===== src/rtl/wb_stage_if.sv =====
`default_nettype none
// ============================================================================
//  Module      : wb_stage_if
//  Description : MEM -> WB boundary bundle for the writeback stage. It carries
//                the pipeline controls, the MEM-stage fields and the
//                register-file write port produced by WB.
//  Revision    : 1.0  initial release
// ============================================================================
interface wb_stage_if #(
    parameter int XLEN   = 32,
    parameter int REG_AW = 5,
    parameter int CNT_W  = 32
) ();
    // Pipeline control
    logic              stallW;
    logic              flushW;

    // MEM-stage fields
    logic              validM;
    logic [XLEN-1:0]   ALUResultM;
    logic [XLEN-1:0]   readDataM;
    logic [XLEN-1:0]   PCPlus4M;
    logic [XLEN-1:0]   immExtM;
    logic [1:0]        RES_SRC_M;
    logic [2:0]        funct3M;
    logic              RegWriteM;
    logic [REG_AW-1:0] RdM;

    // WB-stage results
    logic [XLEN-1:0]   resultW;
    logic [REG_AW-1:0] RdW;
    logic              RegWriteW;
    logic              validW;
    logic [CNT_W-1:0]  retiredW;

    // Upstream side: drives MEM fields and controls, observes WB results
    modport master (
        output stallW, flushW, validM, ALUResultM, readDataM, PCPlus4M,
               immExtM, RES_SRC_M, funct3M, RegWriteM, RdM,
        input  resultW, RdW, RegWriteW, validW, retiredW
    );

    // Writeback stage side
    modport slave (
        input  stallW, flushW, validM, ALUResultM, readDataM, PCPlus4M,
               immExtM, RES_SRC_M, funct3M, RegWriteM, RdM,
        output resultW, RdW, RegWriteW, validW, retiredW
    );
endinterface
`default_nettype wire


===== src/rtl/wb_stage.sv =====
`default_nettype none
// ============================================================================
//  Module      : wb_stage
//  Description : RV32/RV64 writeback stage. Registers the MEM/WB boundary
//                (stall/flush aware), extends and aligns load data, selects
//                the register-file write data and counts retired
//                instructions.
//  Revision    : 1.0  initial release
// ============================================================================
module wb_stage #(
    parameter int XLEN   = 32,
    parameter int REG_AW = 5,
    parameter int CNT_W  = 32
) (
    input  logic        clk,
    input  logic        reset,
    wb_stage_if.slave   bus
);

    // Lane offset width within one XLEN word
    localparam int OFF_W = (XLEN == 64) ? 3 : 2;

    localparam logic [1:0] c_SRC_ALU  = 2'b00;
    localparam logic [1:0] c_SRC_LOAD = 2'b01;
    localparam logic [1:0] c_SRC_PC4  = 2'b10;
    localparam logic [1:0] c_SRC_IMM  = 2'b11;

    localparam logic [2:0] c_F3_LB  = 3'b000;
    localparam logic [2:0] c_F3_LH  = 3'b001;
    localparam logic [2:0] c_F3_LW  = 3'b010;
    localparam logic [2:0] c_F3_LD  = 3'b011;
    localparam logic [2:0] c_F3_LBU = 3'b100;
    localparam logic [2:0] c_F3_LHU = 3'b101;
    localparam logic [2:0] c_F3_LWU = 3'b110;

    localparam logic [CNT_W-1:0] c_CNT_ONE = {{(CNT_W-1){1'b0}}, 1'b1};

    // WB pipeline registers
    logic              r_valid;
    logic              r_regwrite;
    logic [XLEN-1:0]   r_alu;
    logic [XLEN-1:0]   r_rdata;
    logic [XLEN-1:0]   r_pc4;
    logic [XLEN-1:0]   r_imm;
    logic [1:0]        r_src;
    logic [2:0]        r_f3;
    logic [REG_AW-1:0] r_rd;
    logic [CNT_W-1:0]  r_retired;

    // Load alignment / extension
    logic [OFF_W-1:0]  w_off;
    logic [7:0]        w_byte;
    logic [15:0]       w_half;
    logic [XLEN-1:0]   w_lb;
    logic [XLEN-1:0]   w_lbu;
    logic [XLEN-1:0]   w_lh;
    logic [XLEN-1:0]   w_lhu;
    logic [XLEN-1:0]   w_lw;
    logic [XLEN-1:0]   w_lwu;
    logic [XLEN-1:0]   w_ld;
    logic [XLEN-1:0]   w_load;
    logic [XLEN-1:0]   w_result;

    // MEM/WB boundary: reset > flush > stall > capture; the retire counter
    // advances only on an accepted valid instruction.
    always_ff @(posedge clk) begin
        if (reset) begin
            r_valid    <= 1'b0;
            r_regwrite <= 1'b0;
            r_alu      <= '0;
            r_rdata    <= '0;
            r_pc4      <= '0;
            r_imm      <= '0;
            r_src      <= '0;
            r_f3       <= '0;
            r_rd       <= '0;
            r_retired  <= '0;
        end else if (bus.flushW) begin
            r_valid    <= 1'b0;
            r_regwrite <= 1'b0;
            r_alu      <= '0;
            r_rdata    <= '0;
            r_pc4      <= '0;
            r_imm      <= '0;
            r_src      <= '0;
            r_f3       <= '0;
            r_rd       <= '0;
        end else if (!bus.stallW) begin
            r_valid    <= bus.validM;
            r_regwrite <= bus.RegWriteM;
            r_alu      <= bus.ALUResultM;
            r_rdata    <= bus.readDataM;
            r_pc4      <= bus.PCPlus4M;
            r_imm      <= bus.immExtM;
            r_src      <= bus.RES_SRC_M;
            r_f3       <= bus.funct3M;
            r_rd       <= bus.RdM;
            if (bus.validM) begin
                r_retired <= r_retired + c_CNT_ONE;
            end
        end
    end

    // Byte and halfword lanes; halfword offset ignores address bit 0
    assign w_off  = r_alu[OFF_W-1:0];
    assign w_byte = 8'(r_rdata >> {w_off, 3'b000});
    assign w_half = 16'(r_rdata >> {w_off[OFF_W-1:1], 4'b0000});

    assign w_lb  = {{(XLEN-8){w_byte[7]}}, w_byte};
    assign w_lbu = {{(XLEN-8){1'b0}}, w_byte};
    assign w_lh  = {{(XLEN-16){w_half[15]}}, w_half};
    assign w_lhu = {{(XLEN-16){1'b0}}, w_half};

    // Word / doubleword lanes depend on the datapath width
    generate
        if (XLEN == 64) begin : g_xlen64
            logic [31:0] w_word;
            assign w_word = w_off[2] ? r_rdata[63:32] : r_rdata[31:0];
            assign w_lw   = {{32{w_word[31]}}, w_word};
            assign w_lwu  = {32'b0, w_word};
            assign w_ld   = r_rdata;
        end else begin : g_xlen32
            // A full word needs no extension; LWU and LD fall back to LW
            assign w_lw  = r_rdata;
            assign w_lwu = r_rdata;
            assign w_ld  = r_rdata;
        end
    endgenerate

    // Load-type select; the unused funct3 encoding behaves as LW
    always_comb begin
        w_load = w_lw;
        case (r_f3)
            c_F3_LB:  w_load = w_lb;
            c_F3_LBU: w_load = w_lbu;
            c_F3_LH:  w_load = w_lh;
            c_F3_LHU: w_load = w_lhu;
            c_F3_LW:  w_load = w_lw;
            c_F3_LWU: w_load = w_lwu;
            c_F3_LD:  w_load = w_ld;
            default:  w_load = w_lw;
        endcase
    end

    // Result source select, purely from registered fields
    always_comb begin
        w_result = r_alu;
        case (r_src)
            c_SRC_ALU:  w_result = r_alu;
            c_SRC_LOAD: w_result = w_load;
            c_SRC_PC4:  w_result = r_pc4;
            c_SRC_IMM:  w_result = r_imm;
            default:    w_result = r_alu;
        endcase
    end

    assign bus.resultW   = w_result;
    assign bus.RdW       = r_rd;
    // x0 is hard-wired to zero, so writes to it are suppressed here
    assign bus.RegWriteW = r_regwrite & r_valid & (r_rd != '0);
    assign bus.validW    = r_valid;
    assign bus.retiredW  = r_retired;

endmodule
`default_nettype wire


===== src/flat_wrapper.sv =====
// flat-port wrapper written by rule: the top's interface ports become plain ports
module wb_stage_flat 
#(
    parameter int XLEN   = 32,
    parameter int REG_AW = 5,
    parameter int CNT_W  = 32
)
  (clk, reset, bus_stallW, bus_flushW, bus_validM, bus_ALUResultM, bus_readDataM, bus_PCPlus4M, bus_immExtM, bus_RES_SRC_M, bus_funct3M, bus_RegWriteM, bus_RdM, bus_resultW, bus_RdW, bus_RegWriteW, bus_validW, bus_retiredW);
  wb_stage_if #(.XLEN(XLEN), .REG_AW(REG_AW), .CNT_W(CNT_W)) bus_i ();
  input  logic clk;
  input  logic reset;
  input wire logic [$bits(bus_i.stallW)-1:0] bus_stallW;
  input wire logic [$bits(bus_i.flushW)-1:0] bus_flushW;
  input wire logic [$bits(bus_i.validM)-1:0] bus_validM;
  input wire logic [$bits(bus_i.ALUResultM)-1:0] bus_ALUResultM;
  input wire logic [$bits(bus_i.readDataM)-1:0] bus_readDataM;
  input wire logic [$bits(bus_i.PCPlus4M)-1:0] bus_PCPlus4M;
  input wire logic [$bits(bus_i.immExtM)-1:0] bus_immExtM;
  input wire logic [$bits(bus_i.RES_SRC_M)-1:0] bus_RES_SRC_M;
  input wire logic [$bits(bus_i.funct3M)-1:0] bus_funct3M;
  input wire logic [$bits(bus_i.RegWriteM)-1:0] bus_RegWriteM;
  input wire logic [$bits(bus_i.RdM)-1:0] bus_RdM;
  output wire logic [$bits(bus_i.resultW)-1:0] bus_resultW;
  output wire logic [$bits(bus_i.RdW)-1:0] bus_RdW;
  output wire logic [$bits(bus_i.RegWriteW)-1:0] bus_RegWriteW;
  output wire logic [$bits(bus_i.validW)-1:0] bus_validW;
  output wire logic [$bits(bus_i.retiredW)-1:0] bus_retiredW;
  assign bus_i.stallW = bus_stallW;
  assign bus_i.flushW = bus_flushW;
  assign bus_i.validM = bus_validM;
  assign bus_i.ALUResultM = bus_ALUResultM;
  assign bus_i.readDataM = bus_readDataM;
  assign bus_i.PCPlus4M = bus_PCPlus4M;
  assign bus_i.immExtM = bus_immExtM;
  assign bus_i.RES_SRC_M = bus_RES_SRC_M;
  assign bus_i.funct3M = bus_funct3M;
  assign bus_i.RegWriteM = bus_RegWriteM;
  assign bus_i.RdM = bus_RdM;
  assign bus_resultW = bus_i.resultW;
  assign bus_RdW = bus_i.RdW;
  assign bus_RegWriteW = bus_i.RegWriteW;
  assign bus_validW = bus_i.validW;
  assign bus_retiredW = bus_i.retiredW;
  wb_stage #(.XLEN(XLEN), .REG_AW(REG_AW), .CNT_W(CNT_W)) u_core (.clk(clk), .reset(reset), .bus(bus_i));
endmodule

===== config.mk =====
export PLATFORM = sky130hd
export DESIGN_NAME = wb_stage_flat
export DESIGN_NICKNAME = d
export VERILOG_FILES = /design/src/rtl/wb_stage_if.sv /design/src/rtl/wb_stage.sv /design/src/flat_wrapper.sv
export SDC_FILE = /design/constraint.sdc
export NUM_CORES = 1
export LEC_CHECK = 0
export ABC_AREA = 1
export CORE_ASPECT_RATIO = 0.8
export CORE_MARGIN = 10
export CORE_UTILIZATION = 49
export DETAILED_ROUTE_END_ITERATION = 10
export GPL_ROUTABILITY_DRIVEN = 0
export PLACE_DENSITY = 0.8
export SLEW_MARGIN = 20
export SYNTH_ARGS = -nofsm -noshare
export SYNTH_HDL_FRONTEND = slang
export SYNTH_SLANG_ARGS = --single-unit

===== constraint.sdc =====
create_clock -name clk -period 2.1 [get_ports clk]
set_clock_uncertainty 0.15 [all_clocks]
set_input_delay 0.63 -clock clk [delete_from_list [all_inputs] [get_ports clk]]
set_output_delay 0.63 -clock clk [all_outputs]
set_load 0.01 [all_outputs]

# Word level (Yosys, flattened, before mapping)
# Index checks and enable logic that the tools add are counted.
# word_totals
regBits,172
in_bits,144
out_inout_bits,71
wordCells,30
# classes
n_addsub,1
eq_ne,6
shifts,2
muxes,2
n_bitwise,4
reduce_logical,5
# ops
op,n
$pmux W32 S4,2
$add A32 B1 Y32 const B,1
$shr A32 B5 Y16,1
$shr A32 B5 Y8,1
$eq A3 B3 Y1 const B,2
$reduce_bool A5 Y1,1
$eq A2 B2 Y1 const B,2
$eq A3 B1 Y1 const B,1
$logic_not A3 Y1,1
$reduce_and A3 Y1,1
$and A1 B1 Y1,2
$eq A2 B1 Y1 const B,1
$logic_not A2 Y1,1
$not A1 Y1,2
$reduce_or A2 Y1,1

# Logic depth before layout (Yosys ltp)
# Gate-level depths: netlist of the first run.
# depth
depth_word,3
depth_mapped,11
depth_no_buf,10

# Least setup slack after synthesis of the first run
# No wires, ideal clock.
# synth_timing
path_kind,flip-flop to output port
from,register u_core.r_alu[1]
to,output bus_resultW[16]
t_arrival_ps,1215
required_time_ps,1320
path_slack_ps,105
stages_incl_launch_ff,11
n_path_buf,2
path_cell_list,dfxtp_1 buf_6 inv_4 o21ai_2 nand2_1 nand2_2 nand2_4 nand3_4 buf_12 nand2_2 nand3b_1
# synth_via
elab_chain_cells,3
elab_cells_between_ends,4
classes_between,shift (2); mux (2)
# synth_rtl
item,line_no,text
from (decl),wb_stage.sv:41,logic [XLEN-1:0] r_alu;
from (signal assigned),wb_stage.sv:91,r_alu <= bus.ALUResultM;
$shr A32 B5 Y16 / $shr A32 B5 Y8 (equally long branches),"wb_stage.sv:107, wb_stage.sv:106",
$pmux W32 S4 (*),wb_stage.sv:133,case (r_f3)
$pmux W32 S4 (*),wb_stage.sv:148,case (r_src)
to (decl),flat_wrapper.sv:23,output wire logic [$bits(bus_i.resultW)-1:0] bus_resultW;
# Mark *: on every way between the ends. The rest lies on a longest branch, timed or not.

# Worst setup path after layout of the first run
# layout_timing
from,register u_core.r_alu[1]
to,output bus_resultW[29]
# The elaborated chain is that of the path after synthesis.

==> impl_results.rst, run 1 <==
.. list-table::
   :header-rows: 1

   * - Metric
     - Value
   * - Cell count after synthesis
     - around 1,200
   * - IR drop worst, VDD
     - between 0.6 and 0.7 mV
   * - Standard-cell rows
     - 42
   * - Worst reg2reg setup slack
     - 350 ps
   * - Count of unique library cells instantiated by Yosys
     - 43
   * - Cell repeated most along the worst path
     - sky130_fd_sc_hd__nand2_2
   * - CTS tree
     - built
   * - Initial antenna violation count
     - 1
   * - Die width
     - approximately 170 um
   * - Number of cells in the design after placement
     - approximately 1,700
   * - Number of inserted filler cells in the final layout
     - between 1,000 and 1,500
   * - Nature of the critical path endpoint
     - primary output
   * - Final number of setup-violating endpoints
     - 32
   * - Number of global-route vias before repair
     - slightly below 9,000
   * - CTS H-tree depth
     - 4
   * - Remaining max-slew budget at the tightest pin
     - approximately two thirds
   * - Number of buffers between clock root and the deepest sink
     - 2
   * - WP data required
     - between 1000 and 1500 ps
   * - Vias per cell
     - approximately 5.5
   * - Number of antenna repair diodes
     - 0
   * - Crit path arrival time
     - about 1900 ps
   * - Clock transition at the registers of the reported paths
     - approximately 80 ps
   * - Hold wc startpoint
     - u_core.r_alu[2]
   * - Number of instances on the worst hold path
     - 2
   * - Total core area
     - about 0.017 mm2
   * - Fraction of post-synthesis cell area in the top cell type by area
     - 41.1%
   * - Reg-to-Reg Start
     - u_core.bus.retiredW[1]
   * - Sequential area share after synthesis
     - about two fifths
   * - Violations in the final reports
     - setup timing
   * - Layout-stage area growth over the synthesis result
     - 43.6%
   * - Cell type contributing the most total cell area after synthesis
     - sky130_fd_sc_hd__dfxtp_1
   * - Count of warnings emitted by yosys
     - 0
   * - Crit Reg-Reg Endpoint
     - u_core.bus.retiredW[26]
   * - Worst Reg2Reg Path Length in Cells
     - 8
   * - Number of buffers created by CTS
     - 17
   * - Final core utilization
     - a little over 70%
   * - Startpoint Class
     - flip-flop
   * - Pwr dens
     - 661 mW/mm2
   * - Maximum clock frequency
     - ~380 MHz
   * - Remaining antenna violation count
     - 0
   * - Count of pins over their slew limit
     - 0
   * - Clock insertion delay at the later pin of the skew report
     - between 400 and 500 ps
   * - Post-route fraction of the period consumed by the critical path
     - 126%
   * - Maximum number of pins on one net before global-route repair
     - around 120
   * - Total overflow reported by the global router
     - 0
   * - Synth Register Bits
     - ~170
   * - Worst-Margin Slew
     - 513 ps
   * - Total global routing track utilization
     - about 26%
   * - Static power due to leakage
     - 5.16 nW
   * - Clock root buffer
     - sky130_fd_sc_hd__clkbuf_16
   * - Fin cells
     - roughly 1,700
   * - Top cells by area in the synthesized netlist
     - sky130_fd_sc_hd__dfxtp_1, sky130_fd_sc_hd__nand2_1, sky130_fd_sc_hd__a21oi_1
   * - Clock tree sinks
     - ~170
   * - First-pass GRT wire length
     - 47,400 um
   * - Port Buf Inserts
     - ~210
   * - Post-layout minimum cycle time
     - between 2000 and 3000 ps
   * - Final-stage net count
     - ~1,600
   * - CP Max Fanout
     - 10
   * - Detailed Routing Iterations Pass 1
     - 5
   * - Height of the die
     - 137 um
   * - Detailed placement HPWL
     - 22,000 um
   * - Hold-critical path endpoint
     - u_core.r_alu[2]
   * - Combined area of all synthesized cells
     - 0.00837 mm2
   * - Run status
     - complete, but fails checks
   * - Unrepaired setup endpoints after global routing
     - true
   * - Synthesized Nets
     - roughly 1,400
   * - Area of the multi-input gates
     - around 0.0045 mm2
   * - Number of remaining DRC errors
     - 0
   * - Type of the worst setup path
     - reg2out
   * - Setup ws final
     - -552 ps
   * - Die area
     - between 0.02 and 0.025 mm2
   * - Number of buffers inserted for hold repair after clock tree synthesis
     - 0
   * - Maximum cell stage delay along the critical path
     - around 400 ps
   * - Cell-by-cell trace of the critical path
     - inv_6, nand2_2, nand2_1, nand2_1, nand2_2, nand2_4, nand3_4, buf_12, nand2_2, nand3b_1, buf_2
   * - Endpoints failing hold
     - 0
   * - Number of violations of the max-capacitance limit
     - 0
   * - Final TNS setup
     - -15,820 ps
   * - Mean area per synthesized cell
     - between 6 and 7 um2
   * - Total detailed-routing wirelength
     - 30,700 um
   * - 1st-iter DRT viols
     - 1,031
   * - Sequential cell area
     - approximately 0.0035 mm2
   * - Type of the tightest min-delay check
     - reg2reg
   * - Boundary Pins
     - 215
   * - Number of vias in the routed layout
     - 9,293
   * - Library cell contributing the largest single delay on the critical path
     - sky130_fd_sc_hd__dfxtp_4
   * - Share of post-route cells with drive strength above 1
     - around 18%
   * - Wire length per cell
     - ~18 um
   * - Initial standard-cell utilization of the core
     - 50.3%
==> routing by layer <==
layer / global-route usage [%] / up-vias / part of all wire, %
li1: - / 4461 / -
met1: 34.3 / 4212 / 43
met2: 38.8 / 538 / 43
met3: 7.11 / 80 / 11
met4: 10.2 / 2 / 3.5
met5: 0 / - / 0.042
==> cell families after synthesis <==
family / count (synthesis) / share of synthesized area (%)
DFF: 172 / 41.1
xor gates and xnor gates: 4 / 0.418
adders and majority gates: 1 / 0.149
AOI/OAI and AO/OA: 213 / 14.3
and+or+nand+nor: 671 / 36.7
buffers and inverters: 144 / 7.31
==> cells in the final DEF, fill, tap and decap left out, drive strengths merged, types with 2 or more instances in the layout <==
cell,count
nand3,105
o211ai,5
bufinv,3
clkinv,5
clkinvlp,2
a21oi,148
clkdlybuf4s50,142
nand2,411
o21bai,2
xor2,4
a211oi,23
o22ai,2
nor3,15
dlygate4sd2,38
clkbuf,17
o2111ai,5
inv,74
nand3b,22
nor3b,2
nand4,16
nor2,99
dfxtp,172
o221ai,5
o21ai,20
buf,123
==> worst max-delay path, delay by kind of cell (launching register included) <==
kind,cells,cell delay [ps]
buffers and inverters,3,360
DFF,1,400
and+or+nand+nor,8,660
==> sequential cells by signal (all words and copies together), names as in the netlist <==
name                 flops
u_core.r_rdata          32
u_core.bus.validW        1
u_core.r_f3              3
u_core.bus.retiredW     32
u_core.r_src             2
u_core.r_alu            32
u_core.bus.RdW           5
u_core.r_imm            32
u_core.r_pc4            32
u_core.r_regwrite        1
==> timing repair <==
| action | 4_1_cts | 5_1_grt |
|---|---|---|
| setup endpoints to repair | 71 | 33 |
| pin swaps | 9 | 12 |
| gates resized for setup | 221 | 24 |
| buffers inserted | 0 | 4 |
| gates cloned | 0 | 0 |
==> worst max path at each step <==
stage / from / end / cells after the start
after global routing: u_core.r_alu[1] / bus_resultW[26] / 11
after floorplan: u_core.r_alu[1] / bus_resultW[16] / 10
final: u_core.r_alu[1] / bus_resultW[29] / 11
after CTS: u_core.r_alu[1] / bus_resultW[20] / 10
after detailed placement: u_core.r_alu[1] / bus_resultW[7] / 9
after global placement: u_core.r_alu[1] / bus_resultW[7] / 9
==> synthesized netlist by cell type <==
| library cell | count |
|---|---|
| sky130_fd_sc_hd__o21a_1 | 1 |
| sky130_fd_sc_hd__nor3b_2 | 1 |
| sky130_fd_sc_hd__o221ai_1 | 5 |
| sky130_fd_sc_hd__buf_1 | 7 |
| sky130_fd_sc_hd__nor3b_1 | 1 |
| sky130_fd_sc_hd__nor3_2 | 2 |
| sky130_fd_sc_hd__nand3_1 | 100 |
| sky130_fd_sc_hd__nor2_2 | 4 |
| sky130_fd_sc_hd__nor3_1 | 13 |
| sky130_fd_sc_hd__nor2_8 | 4 |
| sky130_fd_sc_hd__o21bai_1 | 1 |
| sky130_fd_sc_hd__a31oi_1 | 1 |
| sky130_fd_sc_hd__o21ai_2 | 1 |
| sky130_fd_sc_hd__a21oi_1 | 148 |
| sky130_fd_sc_hd__o22ai_1 | 2 |
| sky130_fd_sc_hd__inv_1 | 60 |
| sky130_fd_sc_hd__xor2_1 | 4 |
| sky130_fd_sc_hd__buf_12 | 1 |
| sky130_fd_sc_hd__buf_6 | 1 |
| sky130_fd_sc_hd__dfxtp_1 | 172 |
| sky130_fd_sc_hd__and2_1 | 1 |
| sky130_fd_sc_hd__nand2_2 | 19 |
| sky130_fd_sc_hd__o211ai_1 | 5 |
| sky130_fd_sc_hd__o2111ai_1 | 5 |
| sky130_fd_sc_hd__nand2_1 | 387 |
| sky130_fd_sc_hd__clkinv_2 | 1 |
| sky130_fd_sc_hd__nand4_1 | 16 |
| sky130_fd_sc_hd__nand3_2 | 2 |
| sky130_fd_sc_hd__o21ai_0 | 19 |
| sky130_fd_sc_hd__nand3b_1 | 22 |
| sky130_fd_sc_hd__o21bai_2 | 1 |
| sky130_fd_sc_hd__nor2_4 | 7 |
| sky130_fd_sc_hd__nand3_4 | 3 |
| sky130_fd_sc_hd__buf_2 | 29 |
| sky130_fd_sc_hd__ha_1 | 1 |
| sky130_fd_sc_hd__nor2_1 | 84 |
| sky130_fd_sc_hd__inv_4 | 1 |
| sky130_fd_sc_hd__inv_2 | 7 |
| sky130_fd_sc_hd__clkbuf_1 | 35 |
| sky130_fd_sc_hd__a21o_1 | 1 |
| sky130_fd_sc_hd__buf_4 | 2 |
| sky130_fd_sc_hd__a211oi_1 | 23 |
| sky130_fd_sc_hd__nand2_4 | 5 |
==> area by class of cell <==
class	count	share of cell area, %
timing repair buffer	304	23.5
sequential	172	28.9
multi-input combinational	889	37.6
clock buffer	17	3.54
inverter	69	2.25
clock inverter	15	1.91
tap	220	2.29
==> where the power goes <==
| part | leakage, nW | total (mW) | switching, mW | internal, mW |
|---|---|---|---|---|
| Combinational | 3.44 | 1.06 | 0.540 | 0.520 |
| Sequential | 1.41 | 3.42 | 0.0693 | 3.35 |
| Clock | 0.311 | 3.47 | 1.52 | 1.95 |
| Total | 5.16 | 7.95 | 2.13 | 5.82 |
==> per-stage QoR <==
stage	worst slack, ps	hold WS, ps	total power [mW]	cell area, um2
after global placement	-488	300	4.49	11300
after global routing	-609	336	8.21	12000
after floorplan	105	286	3.92	8370
after CTS	-523	317	7.93	11900
final	-552	315	7.95	12000
after detailed placement	-496	307	4.50	11300
Note: power is estimated with default switching activity, not from simulation.
==> run 2: changes to the inputs <==
==> constraint.sdc (replaced) <==
create_clock -name clk -period 2.8 [get_ports clk]
set_clock_uncertainty 0.15 [all_clocks]
set_input_delay 0.84 -clock clk [delete_from_list [all_inputs] [get_ports clk]]
set_output_delay 0.84 -clock clk [all_outputs]
set_load 0.01 [all_outputs]
==> impl_results.rst, run 2 (synthesis results as in run 1) <==
.. list-table::
   :header-rows: 1

   * - Metric
     - Value
   * - Number of buffers between clock root and the deepest sink
     - 2
   * - Crit path arrival time
     - approximately 1900 ps
   * - Maximum clock frequency
     - 347 MHz
   * - Fraction of met3 tracks used by global routing
     - between 6 and 7%
   * - Wire length per cell
     - 18.3 um
   * - CTS tree
     - built
   * - Post-layout minimum cycle time
     - 2880 ps
   * - Unrepaired setup endpoints after global routing
     - true
   * - Crit Reg-Reg Endpoint
     - u_core.bus.retiredW[26]
   * - Violations in the final reports
     - setup timing
   * - Port Buf Inserts
     - approximately 210
   * - Die area
     - 0.0228 mm2
   * - Startpoint Class
     - flip-flop
   * - Most common cell after layout, fill and taps aside
     - sky130_fd_sc_hd__nand2_1
   * - Count of pins over their slew limit
     - 0
   * - Most used cells in the layout excluding fill and tap cells
     - sky130_fd_sc_hd__nand2_1, sky130_fd_sc_hd__clkdlybuf4s50_1, sky130_fd_sc_hd__dfxtp_1
   * - Initial standard-cell utilization of the core
     - around half
   * - Post-route fraction of the period consumed by the critical path
     - 103%
   * - IR drop worst, VDD
     - between 0.4 and 0.5 mV
   * - Total global routing track utilization
     - 25.1%
   * - Reg-to-Reg Start
     - u_core.bus.retiredW[0]
   * - Boundary Pins
     - 215
   * - Total overflow reported by the global router
     - 0
   * - Type of the tightest min-delay check
     - reg2reg
   * - Hold wc startpoint
     - u_core.r_alu[9]
   * - GR peak layer
     - met2
   * - Source of the critical timing path
     - u_core.r_alu[1]
   * - DP Area
     - roughly 0.011 mm2
   * - Share of post-route cells with drive strength above 1
     - 14.5%
   * - Number of instances on the worst hold path
     - 2
   * - Setup ws final
     - -84.4 ps
   * - Final TNS setup
     - -865 ps
   * - Clock transition at the registers of the reported paths
     - 70 ps
   * - Height of the die
     - between 100 and 150 um
   * - WP data required
     - between 1500 and 2000 ps
   * - Post-Place Worst Slack
     - ~53 ps
   * - Remaining max-slew budget at the tightest pin
     - a little over half
   * - Endpoints failing hold
     - 0
   * - 1st-iter DRT viols
     - roughly 930
   * - Die width
     - around 170 um
   * - Final non-filler cell area
     - 0.0117 mm2
   * - Clock root buffer
     - sky130_fd_sc_hd__clkbuf_16
   * - Remaining antenna violation count
     - 0
   * - CP Max Fanout
     - 4
   * - Hold WS
     - around 320 ps
   * - Worst reg2reg setup slack
     - between 1000 and 1500 ps
   * - Detailed placement HPWL
     - ~21,000 um
   * - Worst Reg2Reg Path Length in Cells
     - 8
   * - Initial antenna violation count
     - 2
   * - Clock insertion delay at the later pin of the skew report
     - about 440 ps
   * - Number of buffers created by CTS
     - 17
   * - Final-stage net count
     - about 1,600
   * - Nature of the critical path endpoint
     - primary output
   * - Layout-stage area growth over the synthesis result
     - 40.0%
   * - GR Util met1
     - 34.7%
   * - Run status
     - complete, but fails checks
   * - Pwr dens
     - about 500 mW/mm2
   * - Static power due to leakage
     - 4.83 nW
   * - CTS H-tree depth
     - 4
   * - Detailed Routing Iterations Pass 1
     - 6
   * - First-pass GRT wire length
     - between 40,000 and 50,000 um
   * - Number of violations of the max-capacitance limit
     - 0
   * - Worst-Margin Slew
     - ~700 ps
   * - Hold-critical path endpoint
     - u_core.r_alu[9]
   * - Number of remaining DRC errors
     - 0
   * - Number of vias in the routed layout
     - ~9,000
   * - Clock tree sinks
     - between 150 and 200
   * - Standard-cell rows
     - 42
   * - Maximum number of pins on one net before global-route repair
     - between 150 and 200
   * - Total core area
     - 0.0167 mm2
   * - Final number of setup-violating endpoints
     - 23
   * - Vias per cell
     - around 5.5
   * - Total detailed-routing wirelength
     - 30,100 um
   * - Type of the worst setup path
     - reg2out
   * - Met2 Use GR
     - 35.9%
   * - Number of global-route vias before repair
     - 8,252
run 2: changes by cell type in the layout (fill, tap and decap cells not counted), sizes merged, moves of 4 or more:
cell and change:
dlygate4sd2 -38, buf -51, bufbuf +4, clkdlybuf4s50 +39, clkbuf +5
run 2: timing repair:
item / in CTS / in global routing
hold buffers: 0 / 0
setup endpoints to repair: 32 / 31
pin swaps: 6 / 12
cloned: 6 / 0
setup buffers: 10 / 5
gates resized for setup: 157 / 34
run 2: critical path: stages, from the launching register on:
cell	delay (ps)
sky130_fd_sc_hd__dfxtp_4	370
sky130_fd_sc_hd__inv_4	50
sky130_fd_sc_hd__o21ai_2	150
sky130_fd_sc_hd__nand2_1	90
sky130_fd_sc_hd__nand2_2	110
sky130_fd_sc_hd__nand2_4	70
sky130_fd_sc_hd__buf_6	120
sky130_fd_sc_hd__buf_6	110
sky130_fd_sc_hd__nand2_2	60
sky130_fd_sc_hd__nand2_2	70
sky130_fd_sc_hd__nand4_1	110
sky130_fd_sc_hd__buf_2	150
run 2: metrics by stage:
stage / std cells / util, % / power (mW)
finish: 1644 / 70.4 / 5.91
global route: 1644 / 70.4 / 6.10
CTS: 1639 / 69.9 / 5.90
detailed placement: 1593 / 64.6 / 3.33
global placement: 1593 / 64.6 / 3.32
floorplan: 1205 / - / 2.94
run 2: report_power, final:
| group | switching, mW | internal, mW |
|---|---|---|
| clock | 1.10 | 1.46 |
| combinational | 0.396 | 0.385 |
| sequential | 0.0502 | 2.51 |
run 2: per-layer routing:
metal  share of wire [%]  up-vias
met5                   0        -
met2                  42      502
met1                  44     4153
li1                    -     4381
met3                  10       70
met4                 3.4        0
run 2: area by class of cell:
class	count	area [um2]
flip-flops and latches	172	3460
diodes	1	2.50
clock buffers	18	439
inverters	69	268
clock inverters	14	198
fillers	1376	4940
well taps	220	275
repair buffers	261	2630
multi-input cells	889	4450
run 2: worst max path at each step:
stage	slack (ps)	endpoint
floorplan	600	bus_resultW[16]
finish	-80	bus_resultW[8]
global placement	10	bus_resultW[7]
CTS	-140	bus_resultW[7]
global route	-160	bus_resultW[8]
detailed placement	50	bus_resultW[11]
==> run 3: changes to the inputs <==
--- a/config.mk
+++ b/config.mk
@@ -8,9 +8,9 @@
 export ABC_AREA = 1
 export CORE_ASPECT_RATIO = 0.8
 export CORE_MARGIN = 10
-export CORE_UTILIZATION = 49
+export CORE_UTILIZATION = 64
 export DETAILED_ROUTE_END_ITERATION = 10
-export GPL_ROUTABILITY_DRIVEN = 0
+export DONT_BUFFER_PORTS = 1
 export PLACE_DENSITY = 0.8
 export SLEW_MARGIN = 20
 export SYNTH_ARGS = -nofsm -noshare
==> impl_results.rst, run 3 (synthesis results as in run 1) <==
.. list-table::
   :header-rows: 1

   * - Metric
     - Value
   * - Run status
     - finished clean
   * - Remaining max-slew budget at the tightest pin
     - 69.2%
   * - Cell repeated most along the worst path
     - sky130_fd_sc_hd__nand2_2
   * - Unrepaired setup endpoints after global routing
     - true
   * - 1st-iter DRT viols
     - ~1,100
   * - Buffers and inverters on the worst path
     - 2
   * - Maximum number of pins on one net before global-route repair
     - 165
   * - Post-route fraction of the period consumed by the critical path
     - between 90 and 100%
   * - Initial standard-cell utilization of the core
     - 65.3%
   * - Number of buffers inserted for hold repair after clock tree synthesis
     - 0
   * - Final-stage net count
     - between 1,000 and 1,500
   * - Port Buf Inserts
     - 0
   * - CTS tree
     - built
   * - Library cell contributing the largest single delay on the critical path
     - sky130_fd_sc_hd__dfxtp_4
   * - Most common cell after layout, fill and taps aside
     - sky130_fd_sc_hd__nand2_1
   * - CTS H-tree depth
     - 4
   * - Number of violations of the max-capacitance limit
     - 0
   * - Total global routing track utilization
     - between 20% and 30%
   * - First-pass GRT wire length
     - around 40,000 um
   * - Most used cells in the layout excluding fill and tap cells
     - sky130_fd_sc_hd__nand2_1, sky130_fd_sc_hd__dfxtp_1, sky130_fd_sc_hd__a21oi_1
   * - Layout-stage area growth over the synthesis result
     - 10.8%
   * - Count of pins over their slew limit
     - 0
   * - Source of the critical timing path
     - u_core.r_alu[1]
   * - Number of inserted filler cells in the final layout
     - about 1,100
   * - Final non-filler cell area
     - slightly above 0.009 mm2
   * - Hold wc startpoint
     - u_core.r_alu[31]
   * - Startpoint Class
     - flip-flop
   * - Setup ws final
     - 11.3 ps
   * - Number of cells in the design after placement
     - 1,322
   * - Total detailed-routing wirelength
     - between 20,000 and 30,000 um
   * - IR drop worst, VDD
     - 0.480 mV
   * - Number of remaining DRC errors
     - 0
   * - Maximum cell stage delay along the critical path
     - 390 ps
   * - Clock root buffer
     - sky130_fd_sc_hd__clkbuf_16
   * - CP Max Fanout
     - 8
   * - Final RePlAce weighted congestion
     - roughly 0.96
   * - Final number of setup-violating endpoints
     - 0
   * - Cell-by-cell trace of the critical path
     - clkinv_8, o21ai_4, nand2_2, nand2_2, nand2_4, nand3_4, clkbuf_16, nand2_1, nand3b_1
   * - Height of the die
     - 122 um
   * - Vias per cell
     - 5.96
   * - Boundary Pins
     - 215
   * - Standard-cell rows
     - 37
   * - Wire length per cell
     - 19.8 um
   * - DP Area
     - ~0.0084 mm2
   * - Fin cells
     - between 1,000 and 1,500
   * - Final TNS setup
     - 0 ps
   * - Post-layout minimum cycle time
     - between 2000 and 3000 ps
   * - Type of the worst setup path
     - reg2out
   * - Pwr dens
     - between 500 and 600 mW/mm2
   * - Number of buffers between clock root and the deepest sink
     - 2
   * - Crit path arrival time
     - approximately 1800 ps
   * - Share of post-route cells with drive strength above 1
     - between 10% and 20%
   * - Die area
     - ~0.018 mm2
   * - Number of buffers created by CTS
     - 17
   * - Number of global-route vias before repair
     - between 7,000 and 8,000
   * - Clock insertion delay at the later pin of the skew report
     - 440 ps
   * - Endpoints failing hold
     - 0
   * - Number of vias in the routed layout
     - approximately 8,000
   * - Detailed Routing Iterations Pass 1
     - 6
   * - Static power due to leakage
     - about 3.8 nW
   * - Number of antenna repair diodes
     - 0
   * - WP data required
     - approximately 1800 ps
   * - Total overflow reported by the global router
     - 0
   * - Clock tree sinks
     - between 150 and 200
   * - Worst path top cell family by delay
     - simple AND/OR/NAND/NOR gates
   * - Reg-to-Reg Start
     - u_core.bus.retiredW[13]
   * - Total core area
     - between 0.01 and 0.015 mm2
   * - Remaining antenna violation count
     - 0
   * - Final core utilization
     - about 72%
   * - Detailed placement HPWL
     - about 19,000 um
   * - Type of the tightest min-delay check
     - reg2reg
   * - Clock transition at the registers of the reported paths
     - about 70 ps
   * - Maximum clock frequency
     - ~360 MHz
   * - Nature of the critical path endpoint
     - primary output
   * - Worst-Margin Slew
     - approximately 460 ps
   * - Post-Place Worst Slack
     - 243 ps
   * - Die width
     - approximately 150 um
   * - Initial antenna violation count
     - 0
run 3: cell types whose count changed in the layout (fill, tap and decap cells not counted), sizes merged:
cell,change
buf,-40
clkbuf,-4
bufbuf,-4
bufinv,-3
clkdlybuf4s50,-181
diode,-1
clkinv,+4
run 3: tightest hold or removal path, delay by kind of cell, from the launching register on:
family          cells  cell delay (ps)
flops               1              310
compound gates      1               50
simple gates        1               50
run 3: stage by stage:
stage,hold WS (ps),total power [mW]
floorplan,286,2.94
global placement,297,3.00
detailed placement,301,3.01
CTS,304,5.32
global route,302,5.52
finish,309,5.36
run 3: repair_timing:
action                                  CTS  global route
pin swaps                                 3            22
endpoints found under the setup margin   26            29
resized for setup                         5            36
cloned                                    0             1
setup buffers                             3            12
run 3: routing by layer:
layer	GRT usage, %	vias up	wire (um)	share of wire [%]
met5	0	-	0	0
met4	8.41	0	530	2.0
li1	-	3921	-	-
met3	9.93	41	3440	13
met1	40.3	3741	11700	43
met2	40.2	457	11500	42
run 3: power breakdown:
part | internal, mW | leakage (nW) | switching, mW
combinational | 0.143 | 2.11 | 0.290
clock | 1.20 | 0.288 | 1.16
sequential | 2.51 | 1.40 | 0.0530
total | 3.86 | 3.80 | 1.50
run 3: area by class of cell:
| class | count | area, um2 | area share (%) |
|---|---|---|---|
| Inverter | 69 | 280 | 3.02 |
| Multi-Input combinational cell | 889 | 4410 | 47.5 |
| Clock buffer | 17 | 425 | 4.58 |
| Timing Repair Buffer | 33 | 325 | 3.50 |
| Tap cell | 175 | 219 | 2.36 |
| Sequential cell | 172 | 3460 | 37.2 |
| Clock inverter | 15 | 170 | 1.83 |
run 3: worst paths after layout:
kind	to	slack, ps	depth (start not counted)
min reg2reg	u_core.r_alu[31]	310	2
max reg2reg	u_core.bus.retiredW[27]	860	7
max	bus_resultW[20]	10	9
min	u_core.r_alu[31]	310	2
